==> config.mk <==
export PLATFORM = sky130hd
export DESIGN_NAME = gold_seq_ctrl_flat
export DESIGN_NICKNAME = d
export VERILOG_FILES = /design/src/rtl/gold_seq_ctrl_if.sv /design/src/rtl/gold_seq_ctrl.sv /design/src/flat_wrapper.sv
export SDC_FILE = /design/constraint.sdc
export NUM_CORES = 1
export LEC_CHECK = 0
export ABC_AREA = 1
export CAP_MARGIN = 20
export CORE_MARGIN = 5
export CORE_UTILIZATION = 41
export DETAILED_ROUTE_END_ITERATION = 6
export GPL_ROUTABILITY_DRIVEN = 0
export PLACE_DENSITY = 0.64
export SLEW_MARGIN = 25
export SYNTH_ARGS = -nofsm -noshare
export SYNTH_HDL_FRONTEND = slang
export SYNTH_SLANG_ARGS = --single-unit
export TNS_END_PERCENT = 1
==> constraint.sdc <==
create_clock -name clkin -period 1.9 [get_ports clkin]
set_clock_uncertainty 0.1 [all_clocks]
set_input_delay 0.475 -clock clkin [delete_from_list [all_inputs] [get_ports clkin]]
set_output_delay 0.475 -clock clkin [all_outputs]
set_load 0.05 [all_outputs]
==> src/rtl/gold_seq_ctrl_if.sv <==
// Seed handshake between the sequencer (master) and the Gold generator (slave).
interface gold_seq_ctrl_if #(
  parameter int LENGTH = 6
) ();
  logic [LENGTH-1:0] code2;
  logic              tvalid;
  logic              ready;

  modport master (output code2, output tvalid, input ready);
  modport slave  (input code2, input tvalid, output ready);
endinterface

==> src/rtl/gold_seq_ctrl.sv <==
// Sequences the Gold generator through a programmable list of seeds.
// Each seed is handed over on the code2/tvalid/ready handshake, played for
// REPEAT periods of N chips, and every period is re-handshaked so the
// generator restarts its phase.
module gold_seq_ctrl #(
  parameter int N      = 63,
  parameter int LENGTH = $clog2(N),
  parameter int REPEAT = 2,
  parameter int IDX_W  = 4
) (
  input  logic              clkin,
  input  logic              rstn,
  input  logic              start_i,
  input  logic              stop_i,
  input  logic              loop_i,
  input  logic [LENGTH-1:0] seed_base_i,
  input  logic [LENGTH-1:0] seed_step_i,
  input  logic [IDX_W-1:0]  num_codes_i,
  gold_seq_ctrl_if.master   gif,
  output logic              gating_o,
  output logic              epoch_o,
  output logic [IDX_W-1:0]  code_idx_o,
  output logic              busy_o,
  output logic              done_o
);

  localparam int CNT_W = (N > 1) ? $clog2(N) : 1;
  localparam int REP_W = (REPEAT > 1) ? $clog2(REPEAT) : 1;
  localparam logic [CNT_W-1:0]  LAST_CHIP = CNT_W'(N - 1);
  localparam logic [REP_W-1:0]  LAST_REP  = REP_W'(REPEAT - 1);
  localparam logic [CNT_W-1:0]  CHIP_ONE  = {{(CNT_W-1){1'b0}}, 1'b1};
  localparam logic [REP_W-1:0]  REP_ONE   = {{(REP_W-1){1'b0}}, 1'b1};
  localparam logic [IDX_W-1:0]  IDX_ONE   = {{(IDX_W-1){1'b0}}, 1'b1};
  localparam logic [LENGTH-1:0] SEED_ONE  = {{(LENGTH-1){1'b0}}, 1'b1};

  typedef enum logic [1:0] {
    IDLE = 2'd0,
    LOAD = 2'd1,
    RUN  = 2'd2
  } state_t;

  state_t            state, state_nxt;
  logic [CNT_W-1:0]  chip_cnt, chip_cnt_nxt;
  logic [REP_W-1:0]  rep, rep_nxt;
  logic [IDX_W-1:0]  idx, idx_nxt;
  logic [IDX_W-1:0]  num_last, num_last_nxt;
  logic [LENGTH-1:0] acc, acc_nxt;
  logic [LENGTH-1:0] base, base_nxt;
  logic [LENGTH-1:0] step, step_nxt;
  logic [LENGTH-1:0] code2, code2_nxt;
  logic              loop_en, loop_en_nxt;
  logic              stop_pending, stop_pending_nxt;
  logic              tvalid, tvalid_nxt;
  logic              gating, gating_nxt;
  logic              done, done_nxt;
  logic              last_chip, last_rep, last_idx, stop_now;

  // An all-zero state would lock the LFSR, so zero is presented as one.
  function automatic logic [LENGTH-1:0] seed_fix(input logic [LENGTH-1:0] v);
    if (v == {LENGTH{1'b0}}) begin
      seed_fix = SEED_ONE;
    end else begin
      seed_fix = v;
    end
  endfunction

  assign last_chip = (chip_cnt == LAST_CHIP);
  assign last_rep  = (rep == LAST_REP);
  assign last_idx  = (idx == num_last);
  // A stop arriving on the last chip still ends the current period.
  assign stop_now  = stop_pending | stop_i | (last_rep & last_idx & ~loop_en);

  assign gif.code2  = code2;
  assign gif.tvalid = tvalid;
  assign gating_o   = gating;
  assign epoch_o    = tvalid & gif.ready;
  assign code_idx_o = idx;
  assign busy_o     = (state != IDLE);
  assign done_o     = done;

  // Next-state and next-output logic for the sequencer.
  always_comb begin
    state_nxt        = state;
    chip_cnt_nxt     = chip_cnt;
    rep_nxt          = rep;
    idx_nxt          = idx;
    num_last_nxt     = num_last;
    acc_nxt          = acc;
    base_nxt         = base;
    step_nxt         = step;
    code2_nxt        = code2;
    loop_en_nxt      = loop_en;
    stop_pending_nxt = stop_pending;
    tvalid_nxt       = tvalid;
    gating_nxt       = gating;
    done_nxt         = 1'b0;
    case (state)
      IDLE: begin
        stop_pending_nxt = 1'b0;
        if (start_i) begin
          base_nxt     = seed_base_i;
          step_nxt     = seed_step_i;
          loop_en_nxt  = loop_i;
          num_last_nxt = (num_codes_i == {IDX_W{1'b0}}) ? {IDX_W{1'b0}} : (num_codes_i - IDX_ONE);
          idx_nxt      = '0;
          rep_nxt      = '0;
          chip_cnt_nxt = '0;
          acc_nxt      = seed_base_i;
          code2_nxt    = seed_fix(seed_base_i);
          tvalid_nxt   = 1'b1;
          state_nxt    = LOAD;
        end else begin
          state_nxt = IDLE;
        end
      end
      LOAD: begin
        stop_pending_nxt = stop_pending | stop_i;
        if (tvalid & gif.ready) begin
          tvalid_nxt   = 1'b0;
          gating_nxt   = 1'b1;
          chip_cnt_nxt = '0;
          state_nxt    = RUN;
        end else begin
          state_nxt = LOAD;
        end
      end
      RUN: begin
        stop_pending_nxt = stop_pending | stop_i;
        if (last_chip) begin
          gating_nxt   = 1'b0;
          chip_cnt_nxt = '0;
          if (stop_now) begin
            state_nxt        = IDLE;
            done_nxt         = 1'b1;
            stop_pending_nxt = 1'b0;
            rep_nxt          = '0;
          end else begin
            state_nxt  = LOAD;
            tvalid_nxt = 1'b1;
            if (!last_rep) begin
              rep_nxt = rep + REP_ONE;
            end else begin
              rep_nxt = '0;
              if (last_idx) begin
                idx_nxt = '0;
                acc_nxt = base;
              end else begin
                idx_nxt = idx + IDX_ONE;
                acc_nxt = acc + step;
              end
            end
            code2_nxt = seed_fix(acc_nxt);
          end
        end else begin
          chip_cnt_nxt = chip_cnt + CHIP_ONE;
        end
      end
      default: begin
        state_nxt  = IDLE;
        tvalid_nxt = 1'b0;
        gating_nxt = 1'b0;
      end
    endcase
  end

  // State and registered-output update; reset aborts with everything cleared.
  always_ff @(posedge clkin or negedge rstn) begin
    if (!rstn) begin
      state        <= IDLE;
      chip_cnt     <= '0;
      rep          <= '0;
      idx          <= '0;
      num_last     <= '0;
      acc          <= '0;
      base         <= '0;
      step         <= '0;
      code2        <= '0;
      loop_en      <= 1'b0;
      stop_pending <= 1'b0;
      tvalid       <= 1'b0;
      gating       <= 1'b0;
      done         <= 1'b0;
    end else begin
      state        <= state_nxt;
      chip_cnt     <= chip_cnt_nxt;
      rep          <= rep_nxt;
      idx          <= idx_nxt;
      num_last     <= num_last_nxt;
      acc          <= acc_nxt;
      base         <= base_nxt;
      step         <= step_nxt;
      code2        <= code2_nxt;
      loop_en      <= loop_en_nxt;
      stop_pending <= stop_pending_nxt;
      tvalid       <= tvalid_nxt;
      gating       <= gating_nxt;
      done         <= done_nxt;
    end
  end

endmodule

==> src/flat_wrapper.sv <==
// flat-port wrapper written by rule: the top's interface ports become plain ports
module gold_seq_ctrl_flat 
#(
  parameter int N      = 63,
  parameter int LENGTH = $clog2(N),
  parameter int REPEAT = 2,
  parameter int IDX_W  = 4
)
  (clkin, rstn, start_i, stop_i, loop_i, seed_base_i, seed_step_i, num_codes_i, gating_o, epoch_o, code_idx_o, busy_o, done_o, gif_code2, gif_tvalid, gif_ready);
  gold_seq_ctrl_if #(.LENGTH(LENGTH)) gif_i ();
  input  logic clkin;
  input  logic rstn;
  input  logic start_i;
  input  logic stop_i;
  input  logic loop_i;
  input  logic [LENGTH-1:0] seed_base_i;
  input  logic [LENGTH-1:0] seed_step_i;
  input  logic [IDX_W-1:0] num_codes_i;
  output logic gating_o;
  output logic epoch_o;
  output logic [IDX_W-1:0] code_idx_o;
  output logic busy_o;
  output logic done_o;
  output wire logic [$bits(gif_i.code2)-1:0] gif_code2;
  output wire logic [$bits(gif_i.tvalid)-1:0] gif_tvalid;
  input wire logic [$bits(gif_i.ready)-1:0] gif_ready;
  assign gif_code2 = gif_i.code2;
  assign gif_tvalid = gif_i.tvalid;
  assign gif_i.ready = gif_ready;
  gold_seq_ctrl #(.N(N), .LENGTH(LENGTH), .REPEAT(REPEAT), .IDX_W(IDX_W)) u_core (.clkin(clkin), .rstn(rstn), .start_i(start_i), .stop_i(stop_i), .loop_i(loop_i), .seed_base_i(seed_base_i), .seed_step_i(seed_step_i), .num_codes_i(num_codes_i), .gif(gif_i), .gating_o(gating_o), .epoch_o(epoch_o), .code_idx_o(code_idx_o), .busy_o(busy_o), .done_o(done_o));
endmodule
Word-level counts from Yosys, hierarchy flattened

Index checks and enable logic that the tools add are counted.

Word-level logic and storage cells: 99
Register bits: 46
Input bits: 22
Output and inout bits: 15

Muxes and demuxes: 50
Reductions and logical operators: 14
Add/sub/neg operators: 5
Bitwise logic cells: 7
Equality and inequality tests: 9

Operator list:

| cell                                                   | number |
|---|---|
| two-way mux 6 bit                                      | 16 |
| two-way mux 4 bit                                      | 6 |
| one-hot mux 6 bit (2 select lines)                     | 2 |
| one-hot mux 6 bit (3 select lines)                     | 1 |
| two-way mux 1 bit                                      | 17 |
| logical NOT 6 bit                                      | 2 |
| one-hot mux 1 bit (3 select lines)                     | 3 |
| AND reduction 3 bit                                    | 3 |
| one-hot mux 4 bit (2 select lines)                     | 1 |
| AND reduction 4 bit                                    | 2 |
| adder 6 x 1 -> 6 bit (second input constant)           | 1 |
| adder 6 bit                                            | 1 |
| equality test 6 bit (second input constant)            | 1 |
| inequality test 2 bit (second input constant)          | 3 |
| one-hot mux 2 bit (3 select lines)                     | 1 |
| AND reduction 5 bit                                    | 1 |
| adder 4 x 1 -> 4 bit (second input constant)           | 1 |
| equality test 4 bit                                    | 1 |
| logical NOT 4 bit                                      | 1 |
| two-way mux 2 bit                                      | 2 |
| inequality test 2 x 1 -> 1 bit (second input constant) | 2 |
| nonzero test 2 bit                                     | 2 |
| subtractor 4 x 1 -> 4 bit (second input constant)      | 1 |
| AND 1 bit                                              | 3 |
| other kinds (9)                                        | 11 |

Logic depth before layout (Yosys ltp)

Word-level depth: 12
Mapped depth: 13
Gate-level depth less buffers: 13

Worst setup path before layout

OpenSTA, ideal clock, no wires.

Path type: reg2reg
Start: register u_core.state[0]
End: register u_core.chip_cnt[5]
Data required time: 1.671 ns
Path slack: -0.122 ns
Cell stages (with the launch flop): 13
Buffers on the path: 0
Arrival time: 1.792 ns
Clock period less this slack: 2.022 ns
Cells stage by stage: dfrtp_1 inv_1 ha_1 inv_1 or2_1 nand2_1 inv_1 nand2_1 nor2_1 nand3_1 inv_1 and3_1 nor3_1

Word-level cells in the longest chain between the ends: 3

RTL lines:

| element                                                                             | RTL line             | text |
|---|---|---|
| start, declared                                                                     | gold_seq_ctrl.sv:42  | `state_t state, state_nxt;` |
| start signal, assigned                                                              | gold_seq_ctrl.sv:184 | `state <= state_nxt;` |
| equality test 2 x 1 -> 1 bit, or another cell as far along                          | gold_seq_ctrl.sv:97  | `case (state)` |
| inequality test 2 bit (no source line) / nonzero test 3 bit (equally long branches) | n/a                  |  |
| AND reduction 3 bit (no source line)                                                | n/a                  |  |
| end signal, assigned                                                                | gold_seq_ctrl.sv:185 | `chip_cnt <= chip_cnt_nxt;` |
| end, declared                                                                       | gold_seq_ctrl.sv:43  | `logic [CNT_W-1:0] chip_cnt, chip_cnt_nxt;` |

Parallel ways exist; a longest one is shown, timed or not.
A chain may end at the register's enable or synchronous reset.

Worst setup path in the final report

Start: register u_core.state[1]
End: output port busy_o

Word-level cells in the longest chain between the ends: 1

RTL lines:

| element            | RTL line            | text |
|---|---|---|
| nonzero test 2 bit | gold_seq_ctrl.sv:78 | `assign busy_o = (state != IDLE);` |
| end, declared      | flat_wrapper.sv:22  | `output logic busy_o;` |

No other way between the ends.

==> results.toml <==
[layout]
drive_gt1_share_pct = 26.6
final_util_pct = 55.0
syn_to_final_growth_pct = 32.2
nets = 418
fill_cells = 586
num_antenna_cells = 0
fin_area_sq_um = 3450

[timing]
rsz0062_at_grt = "true"
maxSlewViolCount = 0
fin_ws_ns = -0.0240
relSlewSlack_pct = 76.8
period_minus_slack_ns = 1.92
finalHoldViolCount = 0
period_share_pct = 101
worstMarginPinSlew_ns = 0.346
finalSetupViolations = 2
fmax_mhz = 520

[floorplan]
core_area_sq_um = 6280
die_area_sq_um = 8060
dieWidth_um = 89.8
rows = 29
ios = 37
initial_core_util_pct = 41.6
die_h_um = 89.8

[clocking]
cts-htree-levels = 2
tritoncts = "yes"
insertion_delay_ns = 0.30
root_buffer = "clkbuf_8"
clk_pin_slew_ns = 0.09
hold_buffers = 0
clkSinkCount = 46
cts_buffers = 5
cts_buffer_depth = 2

[drt]
first_iter_violations = 91
drtAntennaViolNets = 0
drc = 0
firstDrtPassIters = 4
wl_um = 6150
wl_per_cell_um = 13.3
vias = 2328
vias_per_cell = 5.05

[yosys]
syn-num-nets = 354
synthTopCellsByArea = "dfrtp_1 44%, nand2_1 13%, ha_1 5.8%"
syn_area_per_cell_sq_um = 8.18
ys_ff_latch = 46
synth_area_sq_um = 2610
yosys.area.top_type = "dfrtp_1"
ys_seq_area_share_pct = 44.1
synth.top_cell.area_share_pct = 44.1
yosys_warnings = 0
synth.most_common_cell = "nand2_1"
netlist_instances = 319
synth_edf_count = 0
async_flop_share_pct = 100
yosys-top-cells-count = "93 x nand2_1, 46 x dfrtp_1, 33 x inv_1, 21 x o21ai_0, 18 x nand3_1"
synthFlopType = "dfrtp_1"
synth_cell_type_count = 39

[worst_setup_path]
path_class = "reg2out"
worstPathRequired_ns = 1.32
end_kind = "output pin"
path_max_fanout = 3
start_kind = "flip-flop"
critPathArrivalTime_ns = 1.35

[grt]
grt_max_degree = 47
antenna_found_initial = 0
grt_pass1_vias = 2286
track_usage_pct = 15.8
overflow = 0
grt_pass1_wl_um = 10600

[worst_hold_path]
hold_path_class = "in2async"

[placed_design]
numPortBuffers = 36
hpwl_um = 4640
place_area_sq_um = 3260
dp_slack_ns = -0.146

[run_status]
violations = "setup timing"
status = "finished with violations"

[power_and_ir_drop]
power.density_nw_per_um2 = 1680
peakVddDrop_v = 0.000909
power.leakage_nw = 1.74

[flow_run]
drv_cap = 0
==> flip-flops by register name, indices dropped and copies added (netlist names) <==
| signal | count |
|---|---|
| u_core.gif.tvalid | 1 |
| u_core.acc | 6 |
| u_core.gating_o | 1 |
| u_core.code_idx_o | 4 |
| u_core.step | 6 |
| u_core.state | 2 |
| u_core.stop_pending | 1 |
| u_core.loop_en | 1 |
| u_core.chip_cnt | 6 |
| u_core.num_last | 4 |
| u_core.gif.code2 | 6 |
| u_core.last_rep | 1 |
| u_core.done_o | 1 |
| u_core.base | 6 |
==> placed cells by master (no fill, tap or decap), types with 2 or more instances in the layout <==
| cell | n |
|---|---|
| clkdlybuf4s50_1 | 20 |
| xor2_1 | 3 |
| nor2_4 | 3 |
| nand3b_1 | 6 |
| o22ai_1 | 4 |
| o21ai_1 | 2 |
| clkbuf_8 | 6 |
| a21oi_1 | 6 |
| nand4_1 | 5 |
| nor2_1 | 13 |
| or2_4 | 2 |
| nand2_2 | 10 |
| dfrtp_1 | 46 |
| buf_4 | 35 |
| o31ai_1 | 2 |
| nor3_1 | 3 |
| a21oi_2 | 4 |
| o21ai_0 | 19 |
| o21ai_2 | 3 |
| a31oi_1 | 2 |
| nand3_1 | 15 |
| ha_1 | 9 |
| nand2_1 | 88 |
| nand3_2 | 4 |
| nand2_4 | 3 |
| o211ai_1 | 3 |
| inv_2 | 10 |
| inv_1 | 27 |
| nor2_2 | 3 |
| ha_2 | 2 |
| xnor2_1 | 2 |
| buf_12 | 7 |
==> routing by layer <==
| layer | vias up | share of wire [%] | global-route usage (%) |
|---|---|---|---|
| met4 | 0 | 1.1 | 4.53 |
| met1 | 1096 | 47 | 21.7 |
| met5 | - | 0 | 0 |
| li1 | 1170 | - | - |
| met2 | 54 | 48 | 25.5 |
| met3 | 8 | 3.9 | 2.84 |
==> worst paths after layout <==
kind                                        end       startpoint  slack, ns  cells past startpoint
setup / recovery                         busy_o  u_core.state[1]      -0.02                      5
hold / removal                   u_core.step[3]             rstn       0.03                      2
setup reg to reg            u_core.gif.code2[0]    u_core.acc[0]          0                     11
hold reg to reg                  u_core.base[5]   u_core.base[5]       0.39                      2
max in group asynchronous  u_core.code_idx_o[0]             rstn       1.43                      2
min in group clkin               u_core.base[5]   u_core.base[5]       0.39                      2
==> through the flow <==
stage / power, mW / hold WS [ns] / TNS (ns) / cells
floorplan: 3.88 / 0.0794 / -0.393 / 319
global placement: 4.93 / 0.366 / -1.03 / 449
detailed placement: 4.99 / 0.371 / -1.42 / 449
CTS: 5.67 / 0.0469 / -0.0652 / 457
global route: 6.28 / 0.0447 / -0.920 / 461
finish: 5.80 / 0.0288 / -0.0284 / 461
==> cell type report <==
class / count / area, sq um / share of cell area, %
timing repair buffer: 64 / 619 / 18.0
clock inverter: 1 / 5.00 / 0.145
sequential: 46 / 1150 / 33.4
multi-input combinational: 227 / 1340 / 38.8
tap: 77 / 96.3 / 2.79
clock buffer: 7 / 86.3 / 2.50
inverter: 39 / 153 / 4.43
==> repair_timing <==
item | in CTS | in global routing
gates resized for setup | 5 | 20
endpoints found under the setup margin | 4 | 21
pin swaps | 4 | 8
setup buffers | 0 | 4
hold endpoints to repair | 0 | 0
==> critical path, stage by stage (launching register included) <==
cell        delay (ns)
dfrtp_1           0.41
inv_2             0.11
ha_4              0.16
clkinvlp_4        0.08
buf_4             0.15
buf_12            0.14
==> report_power, final <==
| part | total, mW | leakage (nW) | switching [mW] | internal [mW] |
|---|---|---|---|---|
| sequential | 1.61 | 0.583 | 0.251 | 1.36 |
| combinational | 3.57 | 1.10 | 2.09 | 1.48 |
| clock | 0.617 | 0.0482 | 0.324 | 0.294 |
| total | 5.80 | 1.74 | 2.67 | 3.13 |
==> cell families after synthesis <==
| group | after synthesis | share of synthesized area [%] |
|---|---|---|
| XOR/XNOR | 5 | 1.68 |
| AND/OR/NAND/NOR | 159 | 28.5 |
| adder cells (fa/ha/maj) | 13 | 6.52 |
| flip-flops | 46 | 44.1 |
| AO/OA/AOI/OAI | 50 | 11.8 |
| buffers and inverters | 46 | 7.39 |
(Power assumes the default switching activity.)
